### config.mk
export PLATFORM = sky130hd
export DESIGN_NAME = snake_head_stepper
export DESIGN_NICKNAME = d
export VERILOG_FILES = /design/src/rtl/snake_head_stepper.sv
export SDC_FILE = /design/constraint.sdc
export NUM_CORES = 1
export LEC_CHECK = 0
export ABC_AREA = 1
export BUFFER_PORTS_ARGS = -buffer_cell sky130_fd_sc_hd__clkbuf_2
export CAP_MARGIN = 40
export CORE_MARGIN = 5
export CORE_UTILIZATION = 40
export CTS_CLUSTER_DIAMETER = 150
export DETAILED_ROUTE_END_ITERATION = 10
export GPL_ROUTABILITY_DRIVEN = 0
export GPL_TIMING_DRIVEN = 1
export MAX_ROUTING_LAYER = met4
export SYNTH_ARGS = -nofsm -noshare
export SYNTH_HDL_FRONTEND = slang
export SYNTH_SLANG_ARGS = --single-unit
### constraint.sdc
create_clock -name clk -period 1.8 [get_ports clk]
set_clock_uncertainty 0.2 [all_clocks]
set_input_delay 0.36 -clock clk [delete_from_list [all_inputs] [get_ports clk]]
set_output_delay 0.36 -clock clk [all_outputs]
set_load 0.005 [all_outputs]
### src/rtl/snake_head_stepper.sv
// Snake head stepper: moves a head cell one position per accepted STEP on a
// wrap-around grid. Every step runs IDLE -> CALC -> COMMIT, so MOVED appears
// two cycles after acceptance and a new step can be taken every third cycle.
module snake_head_stepper #(
  parameter int GRID_W  = 20,
  parameter int GRID_H  = 15,
  parameter int START_X = 10,
  parameter int START_Y = 7
) (
  input  logic       clk,
  input  logic       rst_n,
  input  logic       step,
  output logic       ready,
  input  logic       dir_valid,
  input  logic [1:0] dir_req,
  output logic [1:0] dir,
  output logic [4:0] x,
  output logic [4:0] y,
  output logic       moved,
  output logic       wrapped
);

  localparam logic [4:0] X_MAX   = 5'(GRID_W - 1);
  localparam logic [4:0] Y_MAX   = 5'(GRID_H - 1);
  localparam logic [4:0] X_RESET = 5'(START_X);
  localparam logic [4:0] Y_RESET = 5'(START_Y);

  localparam logic [1:0] DIR_UP    = 2'b00;
  localparam logic [1:0] DIR_RIGHT = 2'b01;
  localparam logic [1:0] DIR_DOWN  = 2'b10;
  localparam logic [1:0] DIR_LEFT  = 2'b11;

  typedef enum logic [1:0] {
    IDLE   = 2'd0,
    CALC   = 2'd1,
    COMMIT = 2'd2
  } state_t;

  state_t     state, state_nxt;
  logic [1:0] pend_dir;   // latest accepted heading request
  logic [1:0] step_dir;   // heading frozen for the step in flight
  logic [1:0] dir_eff;    // heading a step accepted this cycle would use
  logic       req_ok;     // dir_req is valid and not a 180-degree reversal
  logic       accept;
  logic [4:0] cand_x, cand_y;
  logic       cand_wrap;

  // Reversal is judged against the committed heading, not the pending one,
  // so the head can never turn back into its own neck.
  assign req_ok  = dir_valid && (dir_req != (dir ^ 2'b10));
  assign accept  = (state == IDLE) && step;
  assign dir_eff = req_ok ? dir_req : pend_dir;
  assign ready   = (state == IDLE);

  // Next-state logic: a step always takes exactly three cycles.
  always_comb begin
    // NOTE: default first so every path assigns state_nxt and no latch is inferred.
    state_nxt = state;
    unique case (state)
      IDLE:    if (step) state_nxt = CALC;
      CALC:    state_nxt = COMMIT;
      COMMIT:  state_nxt = IDLE;
      default: state_nxt = IDLE;
    endcase
  end

  // Candidate head position for the frozen heading, including edge wrap.
  always_comb begin
    cand_x    = x;
    cand_y    = y;
    cand_wrap = 1'b0;
    unique case (step_dir)
      DIR_UP: begin
        if (y == 5'd0) begin
          cand_y    = Y_MAX;
          cand_wrap = 1'b1;
        end else begin
          cand_y = y - 5'd1;
        end
      end
      DIR_RIGHT: begin
        if (x == X_MAX) begin
          cand_x    = 5'd0;
          cand_wrap = 1'b1;
        end else begin
          cand_x = x + 5'd1;
        end
      end
      DIR_DOWN: begin
        if (y == Y_MAX) begin
          cand_y    = 5'd0;
          cand_wrap = 1'b1;
        end else begin
          cand_y = y + 5'd1;
        end
      end
      DIR_LEFT: begin
        if (x == 5'd0) begin
          cand_x    = X_MAX;
          cand_wrap = 1'b1;
        end else begin
          cand_x = x - 5'd1;
        end
      end
      default: ;
    endcase
  end

  // State register.
  always_ff @(posedge clk or negedge rst_n) begin
    // NOTE: non-blocking assignments keep all flops sampling pre-edge values.
    if (!rst_n) state <= IDLE;
    else        state <= state_nxt;
  end

  // Pending heading: any non-reversal request is captured, in any state.
  always_ff @(posedge clk or negedge rst_n) begin
    if (!rst_n)      pend_dir <= DIR_RIGHT;
    else if (req_ok) pend_dir <= dir_req;
  end

  // Freeze the heading at acceptance so later requests affect the next step only.
  always_ff @(posedge clk or negedge rst_n) begin
    if (!rst_n)      step_dir <= DIR_RIGHT;
    else if (accept) step_dir <= dir_eff;
  end

  // Commit the candidate on leaving CALC; MOVED/WRAPPED are high only in COMMIT.
  always_ff @(posedge clk or negedge rst_n) begin
    if (!rst_n) begin
      x       <= X_RESET;
      y       <= Y_RESET;
      dir     <= DIR_RIGHT;
      moved   <= 1'b0;
      wrapped <= 1'b0;
    end else begin
      moved   <= (state == CALC);
      wrapped <= (state == CALC) && cand_wrap;
      if (state == CALC) begin
        x   <= cand_x;
        y   <= cand_y;
        dir <= step_dir;
      end
    end
  end

endmodule
==> impl_metrics.ini, run 1 <==
[setup_path]
worstPathRequired_ns = 1.24
worstSetupStartpointType = register
cp_top_family = flip-flops
cp_max_fo = 9
crit_chain = clkbuf_2
end_kind = output pin
arrival_ns = 1.09
path_buf_inv = 1
critPathSlowestCell = dfstp_2
max_stage_delay_ns = 0.64
criticalPathCategory = reg -> out

[routing]
routed_wirelength_mm = 2.81
wl_per_cell_microns = 11.2
viasPerCell = 4.75
drc = 0
drtPass1Iterations = 4
num_vias = 1197
ant_nets = 0
dr.first_iter.drc_count = 44

[power]
max-vdd-ir-drop_v = 0.000560
p_per_area_nw_per_um2 = 1570
power_leakage_nw = 0.832

[cts]
cts_root_buffer = clkbuf_4
clkSlewWorstSetupHoldPaths_ns = 0.12
clock_latency_ns = 0.31
clk_path_buf_depth = 2
cts_tree = built
cts_sinks = 20
cts_buffers = 3
ctsHtreeMaxLevel = 1

[floorplan]
coreArea_sq_um = 3340
die_height_microns = 68.6
initial_utilization = 0.411
ios = 21
dieArea_sq_um = 4700
fp-row-count = 21
die_width_microns = 68.6

[yosys]
synth_xor_area_frac = 0.0255
syn_avg_cell_area_sq_um = 7.54
synthAdderAreaFrac = 0.0456
synthSimpleGateAreaFrac = 0.377
synth_cell_types = 29
synth_top_family_by_area = simple AND/OR/NAND/NOR gates
muxShareOfSynthArea = 0
synthesis.nets = 193
synth_compound_area_frac = 0.0684
synth_cells = 182
synth-seq-cells = 20
synth_seq_area_share = 0.372
syn-cell-area_sq_um = 1370
yosysWarnings = 0

[job]
maxCapViolCount = 0

[timing]
max_freq_mhz = 605
relSlewSlack = 0.659
tightestPinTransition_ns = 0.511
drv_slew = 0
finalHoldViolations = 0
finalSetupViolCount = 0
min_period_over_period = 0.919
fin_tns_setup_ns = 0
period_needed_ns = 1.65
rsz0062_at_grt = no

[global_route]
grt_pass1_wl_mm = 5.03
grt_pass1_vias = 1145
grt_overflow = 0
track_usage = 0.146
antenna_found_initial = 0
grt_max_degree = 21

[finish]
final_cell_mix = nand2_1, inv_1, clkbuf_2, nor2_1, nand3_1
layout_commonest_cell = nand2_1
fin_cells = 252
drive_gt1_frac = 0.291
nNetsFinal = 218
area_growth_syn_to_layout_pct = 14.4
num_antenna_cells = 0
final_util = 0.471

[status]
status = complete, no violations

[placed_design]
dp_cells = 246
port_buffers = 20
dpl.hpwl_mm = 2.18

[min_path]
hold_class = in -> reg
timing repair:
action                                 CTS  global route
hold buffers                             1             0
setup buffers                            0             1
setup endpoints to repair                0             2
endpoints found under the hold margin   12             0
resized for setup                        0             1
metrics by stage:
stage	cell area, sq um	power, mW	hold slack, ns	setup slack, ns
3_5_place_dp	1510	2.18	0.169	0.155
2_1_floorplan	1370	1.86	-0.136	0.245
4_1_cts	1560	2.47	0.0995	0.133
5_1_grt	1570	2.72	0.125	0.00765
6_report	1570	2.47	0.108	0.146
3_3_place_gp	1510	2.15	0.160	0.198
cells by family (layout without fill, tap and decap cells):
logic type,count (synthesis),in the layout
adders and majority gates,5,5
and+or+nand+nor,102,102
buffers and inverters,35,59
DFF,20,20
AOI/OAI and AO/OA,16,16
xor gates and xnor gates,4,4
synthesized netlist by cell type:
master    number  area, sq um
dfstp_2        8          210
buf_2          1         5.00
inv_4          3         18.8
a21oi_1        3         15.0
nand2_2        4         25.0
buf_4          1         7.51
a21oi_2        1         8.76
buf_6          1         11.3
o211ai_1       1         7.51
xnor2_1        1         8.76
nor2_8         2         40.0
o22ai_2        1         12.5
nor2_4         4         45.0
nand2_1       50          188
o21ai_1        6         30.0
inv_2          6         22.5
inv_1         22         82.6
nor2_1        15         56.3
nand4_1        8         50.1
and2_1         2         12.5
nand3_2        2         20.0
nand2_4        1         11.3
o21ai_0        4         20.0
ha_1           5         62.6
xor2_1         3         26.3
clkinv_2       1         5.00
dfrtp_1       12          300
nor3_1         1         5.00
nand3_1       13         65.1
power by group:
part | internal [mW] | switching [mW]
sequential | 0.681 | 0.267
clock | 0.124 | 0.153
combinational | 0.514 | 0.730
total | 1.32 | 1.15
per-layer routing:
layer,vias up,part of all wire,track usage
met5,-,0,-
met3,10,0.044,0.0194
met1,539,0.45,0.170
met2,32,0.48,0.244
met4,0,0.022,0.0769
li1,616,-,-
layout make-up:
class,count,area (sq um)
clock buffers,4,36.3
repair buffers,23,125
well taps,46,57.6
inverters,32,129
flip-flops and latches,20,510
multi-input cells,127,712
fillers,355,1770
sequential cells by signal, summed over array words and instances, names as in the netlist:
name,cells
x,5
y,5
dir,2
pend_dir,2
state,2
step_dir,2
moved,1
wrapped,1
worst paths after layout:
kind	start	endpoint	depth (start not counted)	slack (ns)
min in group asynchronous	rst_n	y[4]	2	0.33
worst max register to register	y[0]	wrapped	6	0.16
worst max-delay path	y[2]	y[2]	1	0.15
max in group asynchronous	rst_n	x[3]	2	0.70
worst min register to register	dir[0]	dir[0]	2	0.33
worst min-delay path	step	step_dir[0]	4	0.11
Note: power is estimated with default switching activity, not from simulation.
==> inputs of run 2 (changes only) <==
==> constraint.sdc (replaced) <==
create_clock -name clk -period 1.5 [get_ports clk]
set_clock_uncertainty 0.2 [all_clocks]
set_input_delay 0.225 -clock clk [delete_from_list [all_inputs] [get_ports clk]]
set_output_delay 0.225 -clock clk [all_outputs]
set_load 0.005 [all_outputs]
==> run 2 against run 1 <==
Net effect: the run now ends with negative setup slack left; design area grew 15%; wire length grew 13%; sequential cell count is the same; die area is the same; hold slack lost 0.041 ns; sequential share of layout area shrank 4.1 points; cell count grew 6.3%; worst setup slack lost 0.20 ns; clock-buffer cell count shrank 1; global-route usage grew 0.42 points; combinational power grew 69%; sequential power grew 17%.
==> impl_metrics.ini, run 2 (synthesis results as in run 1) <==
[status]
status = complete, but fails checks
violations = negative setup slack

[routing]
routed_wirelength_mm = 3.17
drc = 0
dr.first_iter.drc_count = 50
num_vias = 1305
ant_nets = 0
viasPerCell = 4.87
drtPass1Iterations = 4
wl_per_cell_microns = 11.8

[timing]
min_period_over_period = 1.04
relSlewSlack = 0.655
tightestPinTransition_ns = 0.518
rsz0062_at_grt = yes
finalSetupViolCount = 7
drv_slew = 0
max_freq_mhz = 644
period_needed_ns = 1.55
fin_tns_setup_ns = -0.123
finalHoldViolations = 0
fin_ws_ns = -0.0530

[finish]
layout_commonest_cell = nand2_1
design_area_sq_um = 1800
num_antenna_cells = 0
final_util = 0.540
drive_gt1_frac = 0.428
fin_cells = 268
reg_top3 = x: 5 flops, y: 5 flops
nNetsFinal = 235
final_cell_mix = nand2_1, inv_1, clkbuf_2, buf_4
area_growth_syn_to_layout_pct = 31.4

[setup_path]
max_stage_delay_ns = 0.59
crit_chain = buf_4, clkbuf_2
critPathSlowestCell = dfstp_2
criticalPathCategory = reg -> out
cp_max_fo = 4
worstPathRequired_ns = 1.07
worstReg2RegEnd = y[2]
reg2reg_from = y[1]
end_kind = output pin
reg2regPathDepth = 8
path_buf_inv = 2
reg2reg_slack_ns = -0.03
worstSetupStartpointType = register
arrival_ns = 1.13
cp_top_family = flip-flops

[cts]
ctsHtreeMaxLevel = 1
clk_path_buf_depth = 2
clock_latency_ns = 0.30
cts_sinks = 20
cts_tree = built
clkSlewWorstSetupHoldPaths_ns = 0.11
cts_root_buffer = clkbuf_4
cts_buffers = 3

[placed_design]
dpl.hpwl_mm = 2.28
port_buffers = 20
dp_cells = 257
dpl-instance-area_sq_um = 1600

[power]
power_leakage_nw = 0.920
max-vdd-ir-drop_v = 0.000959
p_per_area_nw_per_um2 = 1920
fin_total_pwr_mw = 3.45

[floorplan]
coreArea_sq_um = 3340
fp-row-count = 21
die_width_microns = 68.6
die_height_microns = 68.6
initial_utilization = 0.411
ios = 21
dieArea_sq_um = 4700

[global_route]
grt_pass1_vias = 1247
antenna_found_initial = 0
grt_pass1_wl_mm = 5.20
track_usage = 0.150
grt_max_degree = 21
grt_overflow = 0

[min_path]
holdPathEnd = step_dir[0]
hold_path_depth = 4
hold_start = dir_valid
hold_class = in -> reg

[job]
maxCapViolCount = 0
[run 2: cell types whose count changed in the layout (fill, tap and decap cells not counted), moves of 4 or more]
cell     before  now
buf_4         2   16
nand2_1      50   46
buf_6         0    4
nand2_2       4    8
[run 2: area by class of cell]
cell class | count | area, sq um
fill | 339 | 1530
multi-input combinational | 127 | 806
tap | 46 | 57.6
clock buffer | 3 | 22.5
inverter | 32 | 129
timing repair buffer | 40 | 275
sequential | 20 | 513
[run 2: report_power, final]
| group | internal (mW) | switching, mW | leakage (nW) |
|---|---|---|---|
| sequential | 0.821 | 0.293 | 0.233 |
| combinational | 0.975 | 1.11 | 0.673 |
| clock | 0.0936 | 0.157 | 0.0138 |
[run 2: what timing repair did]
| item | 4_1_cts | 5_1_grt |
|---|---|---|
| endpoints found under the setup margin | 12 | 17 |
| setup buffers | 1 | 5 |
| endpoints found under the hold margin | 13 | 0 |
| resized for setup | 9 | 20 |
| pin swaps | 0 | 6 |
| hold buffers | 2 | 0 |
[run 2: per-layer routing]
layer / GRT usage / share of wire / vias to the layer above
li1: - / - / 652
met1: 0.178 / 0.44 / 627
met2: 0.254 / 0.52 / 20
met3: 0.0194 / 0.024 / 6
met4: 0.0670 / 0.022 / 0
met5: - / 0 / -
[run 2: tightest hold or removal path: cells and delay by family]
family / cells / cell delay, ns
buffers and inverters: 1 / 0.10
AND/OR/NAND/NOR: 3 / 0.24
[run 2: per-stage QoR]
stage / setup slack, ns / hold WS, ns
final: -0.0530 / 0.0675
after global routing: -0.129 / 0.0760
after CTS: -0.0423 / 0.0592
after detailed placement: -0.0402 / 0.0212
after global placement: -0.0200 / 0.0166
after floorplan: 0.00978 / -0.271
[run 2: worst max-delay path by stage]
stage               slack, ns  startpoint  cells after the start  endpoint
floorplan                0.01        x[1]                      8      x[2]
global placement        -0.02        x[1]                      8      x[2]
detailed placement      -0.04        x[1]                      8      x[2]
CTS                     -0.04        y[1]                      2      y[1]
global route            -0.13        y[1]                      8      y[2]
finish                  -0.05        y[1]                      2      y[1]
==> inputs of run 3 (changes only) <==
--- a/config.mk
+++ b/config.mk
@@ -9,12 +9,13 @@
 export BUFFER_PORTS_ARGS = -buffer_cell sky130_fd_sc_hd__clkbuf_2
 export CAP_MARGIN = 40
 export CORE_MARGIN = 5
-export CORE_UTILIZATION = 40
+export CORE_UTILIZATION = 50
 export CTS_CLUSTER_DIAMETER = 150
 export DETAILED_ROUTE_END_ITERATION = 10
 export GPL_ROUTABILITY_DRIVEN = 0
 export GPL_TIMING_DRIVEN = 1
 export MAX_ROUTING_LAYER = met4
+export PLACE_DENSITY = 0.7
 export SYNTH_ARGS = -nofsm -noshare
 export SYNTH_HDL_FRONTEND = slang
 export SYNTH_SLANG_ARGS = --single-unit
==> run 3 against run 2 <==
Net effect: the run still ends with negative setup slack left; wire length grew 4.1%; first-iteration DRC count grew 34%; total power rose by 8.5%; cell count is 6.3% lower; critical path type is now reg -> reg; highest routed layer unchanged.
==> impl_metrics.ini, run 3 (synthesis results as in run 1) <==
[floorplan]
fp-row-count = 19
initial_utilization = 0.511
die_width_microns = 62.4
die_height_microns = 62.4
dieArea_sq_um = 3890
coreArea_sq_um = 2690
ios = 21

[setup_path]
worstPathRequired_ns = 1.55
max_stage_delay_ns = 0.61
reg2reg_slack_ns = -0.12
criticalPathCategory = reg -> reg
arrival_ns = 1.67
worstSetupStartpointType = register
setup.worst_path.start = y[1]
reg2reg_from = y[1]
end_kind = register
timing.critical_path.mode_cell = nand2_1
cp_max_fo = 5
critPathSlowestCell = dfstp_2
crit_chain = ha_4, nand4_1, nor2_4, inv_2, nand2_1, nand2_1, nand2_1, inv_1
reg2regPathDepth = 8
worstReg2RegEnd = y[2]

[routing]
drtPass1Iterations = 5
drc = 0
ant_nets = 0
wl_per_cell_microns = 13.2
dr.first_iter.drc_count = 67
routed_wirelength_mm = 3.30
num_vias = 1285
viasPerCell = 5.12

[cts]
clkSlewWorstSetupHoldPaths_ns = 0.12
cts_root_buffer = clkbuf_4
clk_path_buf_depth = 2
cts_buffers = 3
ctsHtreeMaxLevel = 1
cts_tree = built
cts_sinks = 20
clock_latency_ns = 0.31

[global_route]
antenna_found_initial = 0
grt_overflow = 0
track_usage = 0.180
grt_max_degree = 21
grt_pass1_vias = 1319
grt_pass1_wl_mm = 5.66

[min_path]
holdPathEnd = step_dir[0]
hold_path_depth = 4
hold_class = in -> reg
hold_start = dir_valid

[status]
violations = negative setup slack
status = complete, but fails checks

[timing]
drv_slew = 0
relSlewSlack = 0.663
rsz0062_at_grt = yes
min_period_over_period = 1.08
fin_ws_ns = -0.121
period_needed_ns = 1.62
tightestPinTransition_ns = 0.506
max_freq_mhz = 617
whs_ns = 0.0510
finalHoldViolations = 0
finalSetupViolCount = 11

[power]
power_leakage_nw = 0.928
p_per_area_nw_per_um2 = 2050
max-vdd-ir-drop_v = 0.00145
fin_total_pwr_mw = 3.75

[finish]
area_growth_syn_to_layout_pct = 33.4
nNetsFinal = 232
reg_top3 = x: 5 flops, y: 5 flops
final_cell_mix = nand2_1, inv_1, clkbuf_2
num_antenna_cells = 0
drive_gt1_frac = 0.441
layout_commonest_cell = nand2_1

[job]
maxCapViolCount = 0

[placed_design]
port_buffers = 20
dpl.hpwl_mm = 2.23
[run 3: worst max path at each step]
stage,cells after the start,to,slack (ns)
2_1_floorplan,8,x[2],0.01
3_5_place_dp,8,x[2],-0.08
5_1_grt,8,y[2],-0.18
3_3_place_gp,7,wrapped,-0.04
4_1_cts,2,x[1],-0.05
6_report,8,y[2],-0.12
[run 3: through the flow]
step                      instances  instance area (sq um)   util  setup WS (ns)  TNS [ns]
final                           251                   1830  0.681         -0.121    -0.611
after global routing            251                   1830  0.681         -0.179     -1.57
after CTS                       249                   1730  0.645        -0.0522    -0.332
after detailed placement        239                   1560  0.582        -0.0766    -0.295
after global placement          239                   1560  0.582        -0.0372   -0.0705
after floorplan                 182                   1380      -        0.00978         0
[run 3: cell type report]
| cell class | count | area, sq um |
|---|---|---|
| fill | 228 | 856 |
| multi-input combinational | 127 | 837 |
| sequential | 20 | 514 |
| timing repair buffer | 37 | 256 |
| inverter | 32 | 131 |
| tap | 31 | 38.8 |
| clock inverter | 1 | 30.0 |
| clock buffer | 3 | 22.5 |
[run 3: power breakdown]
part | internal (mW) | switching, mW | total, mW
clock | 0.270 | 0.176 | 0.446
combinational | 0.999 | 1.17 | 2.17
sequential | 0.823 | 0.308 | 1.13
[run 3: what timing repair did]
item,4_1_cts,5_1_grt
pin swaps,3,5
setup buffers,4,2
hold buffers,2,0
hold endpoints to repair,14,0
gates cloned,0,0
resized for setup,19,21
endpoints found under the setup margin,14,19
[run 3: critical path, delay by kind of cell, from the launching register on]
kind / cells / cell delay [ns]
buffers and inverters: 2 / 0.08
adder cells (fa/ha/maj): 1 / 0.15
AND/OR/NAND/NOR: 5 / 0.52
flip-flops: 1 / 0.61
[run 3: routing by layer]
metal | share of wire | track usage
met1 | 0.41 | 0.181
met2 | 0.55 | 0.342
met3 | 0.037 | 0.0324
met4 | 0.0094 | 0.0663
met5 | 0 | -
